===== src/rtl/gfx_fb_pkg.sv =====
// Shared widths and the capture-stage payload type for the framebuffer writer.
package gfx_fb_pkg;

    localparam int GFX_H_WIDTH     = 12;
    localparam int GFX_V_WIDTH     = 12;
    localparam int GFX_PIXEL_WIDTH = 12;
    localparam int GFX_ADDR_WIDTH  = 20;
    localparam int GFX_DATA_WIDTH  = 16;

    typedef struct packed {
        logic [GFX_H_WIDTH-1:0]     x;
        logic [GFX_V_WIDTH-1:0]     y;
        logic [GFX_PIXEL_WIDTH-1:0] pixel;
        logic [GFX_H_WIDTH-1:0]     h_visible;
        logic                       in_range;
    } s1_payload_t;

endpackage


===== src/rtl/gfx_fb_writer.sv =====
// Framebuffer write sink: clips (x,y,pixel) beats and issues linear-address writes; optional counters via GFX_FB_WRITER_STATS_EN.
// Latency: 2 cycles from accept to m_mem_wr_valid; 1 beat/cycle sustained.
// Backpressure: s_gfx_ready is combinational on m_mem_wr_ready; clipped beats drain even while S2 stalls.
module gfx_fb_writer
    import gfx_fb_pkg::*;
#(
    parameter int H_WIDTH     = GFX_H_WIDTH,
    parameter int V_WIDTH     = GFX_V_WIDTH,
    parameter int PIXEL_WIDTH = GFX_PIXEL_WIDTH,
    parameter int ADDR_WIDTH  = GFX_ADDR_WIDTH,
    parameter int DATA_WIDTH  = GFX_DATA_WIDTH
) (
    input  logic                   clk,
    input  logic                   rst,
    input  logic                   s_gfx_valid,
    input  logic [H_WIDTH-1:0]     s_gfx_x,
    input  logic [V_WIDTH-1:0]     s_gfx_y,
    input  logic [PIXEL_WIDTH-1:0] s_gfx_pixel,
    output logic                   s_gfx_ready,
    input  logic [H_WIDTH-1:0]     h_visible,
    input  logic [V_WIDTH-1:0]     v_visible,
    output logic                   m_mem_wr_valid,
    output logic [ADDR_WIDTH-1:0]  m_mem_wr_addr,
    output logic [DATA_WIDTH-1:0]  m_mem_wr_data,
    input  logic                   m_mem_wr_ready,
    output logic                   idle
`ifdef GFX_FB_WRITER_STATS_EN
    ,
    output logic [31:0]            stat_wr_cnt,
    output logic [31:0]            stat_clip_cnt
`endif
);

    localparam int PROD_W = H_WIDTH + V_WIDTH;

    s1_payload_t s1_q;
    logic        s1_valid;
    logic        s2_valid;
    logic        s2_free;
    logic        s1_adv;
    logic        s1_accept;
    logic        s2_load;

    assign s2_free        = !s2_valid || m_mem_wr_ready;
    // An off-screen beat never needs S2, so it leaves S1 even when S2 is stalled.
    assign s1_adv         = s1_valid && (s2_free || !s1_q.in_range);
    assign s_gfx_ready    = !s1_valid || s1_adv;
    assign s1_accept      = s_gfx_valid && s_gfx_ready;
    assign s2_load        = s1_adv && s1_q.in_range;
    assign m_mem_wr_valid = s2_valid;
    assign idle           = !s1_valid && !s2_valid;

    always_ff @(posedge clk or posedge rst) begin
        if (rst) begin
            s1_valid <= 1'b0;
            s1_q     <= '0;
        end else if (s1_accept) begin
            s1_valid <= 1'b1;
            s1_q     <= '{x:         s_gfx_x,
                          y:         s_gfx_y,
                          pixel:     s_gfx_pixel,
                          h_visible: h_visible,
                          in_range:  (s_gfx_x < h_visible) && (s_gfx_y < v_visible)};
        end else if (s1_adv) begin
            s1_valid <= 1'b0;
        end
    end

    // Single multiply-add expression so synthesis can map it onto one DSP slice.
    always_ff @(posedge clk or posedge rst) begin
        if (rst) begin
            s2_valid      <= 1'b0;
            m_mem_wr_addr <= '0;
            m_mem_wr_data <= '0;
        end else if (s2_load) begin
            s2_valid      <= 1'b1;
            m_mem_wr_addr <= ADDR_WIDTH'(PROD_W'(s1_q.y) * PROD_W'(s1_q.h_visible) + PROD_W'(s1_q.x));
            m_mem_wr_data <= DATA_WIDTH'(s1_q.pixel);
        end else if (m_mem_wr_ready) begin
            s2_valid      <= 1'b0;
        end
    end

`ifdef GFX_FB_WRITER_STATS_EN
    always_ff @(posedge clk or posedge rst) begin
        if (rst) begin
            stat_wr_cnt   <= '0;
            stat_clip_cnt <= '0;
        end else begin
            if (m_mem_wr_valid && m_mem_wr_ready && (stat_wr_cnt != 32'hFFFF_FFFF))
                stat_wr_cnt <= stat_wr_cnt + 32'd1;
            if (s1_adv && !s1_q.in_range && (stat_clip_cnt != 32'hFFFF_FFFF))
                stat_clip_cnt <= stat_clip_cnt + 32'd1;
        end
    end
`else
    // Stats build option off: no counters and no stat ports.
`endif

endmodule


===== config.mk =====
export PLATFORM = sky130hd
export DESIGN_NAME = gfx_fb_writer
export DESIGN_NICKNAME = d
export VERILOG_FILES = /design/src/rtl/gfx_fb_pkg.sv /design/src/rtl/gfx_fb_writer.sv
export SDC_FILE = /design/constraint.sdc
export NUM_CORES = 1
export LEC_CHECK = 0
export ABC_AREA = 1
export BUFFER_PORTS_ARGS = -buffer_cell sky130_fd_sc_hd__buf_2
export CAP_MARGIN = 0
export CORE_ASPECT_RATIO = 0.5
export CORE_MARGIN = 4
export CORE_UTILIZATION = 50
export DETAILED_ROUTE_END_ITERATION = 10
export PLACE_DENSITY = 0.7
export REMOVE_ABC_BUFFERS = 1
export SETUP_SLACK_MARGIN = 0.4
export SYNTH_ARGS = -nofsm -noshare
export SYNTH_HDL_FRONTEND = slang
export SYNTH_SLANG_ARGS = --single-unit

===== constraint.sdc =====
create_clock -name clk -period 11 [get_ports clk]
set_clock_uncertainty 0.05 [all_clocks]
set_input_delay 2.2 -clock clk [delete_from_list [all_inputs] [get_ports clk]]
set_output_delay 2.2 -clock clk [all_outputs]
set_load 0.1 [all_outputs]

==> impl_metrics.yaml <==
cells_and_area:
  postLayoutCellArea_mm2: 0.00972
  nFillCells: 1680
  syn2layout_area_growth_pct: 10.0
  layout_commonest_cell: "nand2_1"
  commonest_cells_after_routing_fill_and_taps_aside: "nand2_1, inv_1, fa_1"
  multiInputGateArea_mm2: 0.00541
  post_route_cells_drive_above_1_share: 0.109
  antenna_cells_inserted: 0
  utilization: 0.560
  area_occupied_by_registers_mm2: 0.00208
  finish.net_count: 1481
synthesis:
  synth.avg_cell_area_um2: 7.58
  synth.ff_latch_count: 83
  synth.top_cells.by_area: "fa_1, dfrtp_1, nand2_1"
  synth-seq-area-share: 0.235
  syn-instance-count: 1166
  synth.lib_cells_used.distinct: 32
  synthDominantCellAreaShare: 0.240
  syn-cell-area_mm2: 0.00884
  synth_area_leader_cell: "fa_1"
  ys.warnings.count: 0
worst_setup_path:
  reg2regPathDepth: 18
  worstSetupEndpointType: "output pin"
  reg2reg_setup_slack_ns: 5.96
  arrival_ns: 3.06
  reg2reg_from: "s1_q[29]"
  crit-reg2reg-capture: "m_mem_wr_addr[19]"
  cp.required_ns: 8.75
  crit_path_kind: "input port to output pin"
  maximum_fanout_encountered_on_the_critical_timing_path: 2
  startpoint_type: "input port"
placement:
  numPortBuffers: 98
  detailed_place_hpwl_um: 16200
  post_place_instance_area_mm2: 0.00945
  place_congestion: 0.852
  placement.setup.worst_slack_ns: 5.69
floorplan:
  floorplan.initialDensity: 0.509
  die_outline_area_mm2: 0.0200
  die_width_um: 196
  num_io_pins: 103
  floorplan.die.height_um: 102
  fp.coreArea_mm2: 0.0174
  fp-row-count: 34
grt:
  initial_antenna_violation_count: 3
  grt_pass1_vias: 7465
  grt_pass1_wl_um: 35300
  grt_remaining_overflow: 0
  groute.usage.overall: 0.220
  grt_max_degree: 84
clock_tree:
  cts.sinks: 83
  cts_hold_repair_buffers: 0
  h-tree-depth: 3
  path_clk_slew_ns: 0.06
  ctsLongestPathBuffers: 2
  tritoncts.num_buffers: 9
  cts.root.buffer_cell: "clkbuf_16"
  cts_post_setup_buffers_inserted: 0
  post_cts_resized: 0
  clk-insertion-delay-late_ns: 0.36
  tritoncts: "built"
drt:
  detailedRoute.firstIterationViolations: 351
  drt_pass1_iterations: 4
  route.detailed.vias_per_inst: 4.82
  remaining_drc_errors: 0
  detail_route_antenna_nets: 0
  post_drt_wl_per_cell_um: 13.9
  wl_um: 20500
  dr_vias: 7107
power:
  p_comb_frac: 0.750
  cellPowerDensity_mw_per_mm2: 305
  power_switching_share: 0.584
  static-leakage-power_uw: 0.00596
  total_power_uw: 2970
  seq_power_share: 0.152
  power.internal_uw: 1240
  power.switching_uw: 1730
  clockPowerShare: 0.098
  vdd_ir_drop_max_mv: 0.221
timing:
  tightest_slew_ns: 1.09
  max_slew_margin: 0.274
  accumulated_negative_setup_slack_ns: 0
  maxSlewViolCount: 0
  rsz_0062_raised_after_global_routing: "no"
  fin_ws_ns: 5.69
  period_needed_ns: 5.31
  period_share: 0.482
  setup_violations: 0
  max_clock_freq_mhz: 188
  hold_viol_final: 0
outcome:
  run_status: "finished, final reports clean"
min_path:
  holdCritStartpoint: "s1_q[17]"
  path_category_of_the_worst_min_delay_check: "flop to flop"
  hold_crit_endpoint: "s1_q[17]"
  holdPathStages: 2
job:
  timing.max_cap.violations: 0
==> worst max-delay path by stage <==
stage | from | end | slack (ns) | cells past startpoint
2_1_floorplan | m_mem_wr_ready | s_gfx_ready | 5.80 | 4
3_3_place_gp | m_mem_wr_ready | s_gfx_ready | 5.67 | 6
3_5_place_dp | m_mem_wr_ready | s_gfx_ready | 5.69 | 6
4_1_cts | m_mem_wr_ready | s_gfx_ready | 5.69 | 6
5_1_grt | s1_q[29] | m_mem_wr_addr[19] | 5.56 | 18
6_report | m_mem_wr_ready | s_gfx_ready | 5.69 | 6
==> metrics by stage <==
| step | cells | hold slack [ns] |
|---|---|---|
| final | 1476 | 0.420 |
| after global routing | 1476 | 0.432 |
| after CTS | 1476 | 0.421 |
| after detailed placement | 1460 | 0.406 |
| after global placement | 1460 | 0.403 |
| after floorplan | 1125 | 0.392 |
==> cell families (layout without fill, tap and decap cells) <==
logic type | count (synthesis) | count (layout) | share of synthesized area
compound gates | 73 | 73 | 0.0463
xor+xnor | 4 | 4 | 0.00396
fa+ha+maj | 180 | 180 | 0.345
buf+inv | 352 | 425 | 0.156
flops | 83 | 83 | 0.235
other cells | 1 | 4 | 0.000424
simple gates | 473 | 473 | 0.214
==> power groups by stage <==
stage / combinational (uW) / clock (uW) / sequential (uW)
final: 2230 / 291 / 450
after global routing: 2550 / 311 / 460
after CTS: 2240 / 300 / 449
after detailed placement: 2230 / 0 / 453
after global placement: 2200 / 0 / 452
after floorplan: 1370 / 0 / 814
==> critical path, stage by stage <==
cell    delay [ns]
buf_2         0.09
nor2_1        0.16
inv_1         0.08
nor2_2        0.15
inv_1         0.07
buf_2         0.29
==> routing by layer <==
layer / vias to the layer above / track usage / part of all wire
li1: 3509 / - / -
met1: 3398 / 0.292 / 0.47
met2: 152 / 0.377 / 0.46
met3: 42 / 0.0441 / 0.053
met4: 6 / 0.0579 / 0.017
met5: - / 0 / 0.0022
==> synth_stat cells <==
| master | n |
|---|---|
| nand3b_1 | 6 |
| conb_1 | 1 |
| inv_1 | 306 |
| fa_1 | 106 |
| nand2_1 | 394 |
| inv_2 | 2 |
| o21a_1 | 2 |
| clkbuf_1 | 25 |
| and2_1 | 1 |
| or2_1 | 4 |
| buf_6 | 2 |
| a31oi_1 | 1 |
| nand3_1 | 38 |
| a21oi_2 | 4 |
| o21bai_1 | 3 |
| nor4_1 | 1 |
| o211ai_2 | 2 |
| dfrtp_1 | 83 |
| ha_1 | 74 |
| o21ai_0 | 25 |
| o21ai_1 | 13 |
| buf_2 | 10 |
| or2_2 | 2 |
| a21oi_1 | 23 |
| nand4_1 | 2 |
| nor2_1 | 16 |
| nor3_1 | 2 |
| nand2_2 | 3 |
| buf_4 | 7 |
| xnor2_1 | 3 |
| xor2_1 | 1 |
| nor2_2 | 4 |
==> cell type report <==
type                    count  share of cell area
clock buffers              10              0.0235
clock inverters             6             0.00502
inverters                 308               0.119
multi-input cells         734               0.556
flip-flops and latches     83               0.214
well taps                 234              0.0301
repair buffers            101              0.0528
==> registers in the layout (all words and copies together) (netlist names) <==
register / cells
m_mem_wr_valid: 1
m_mem_wr_data: 12
m_mem_wr_addr: 20
s1_valid: 1
s1_q: 49
Power figures use the tool's default switching activity.
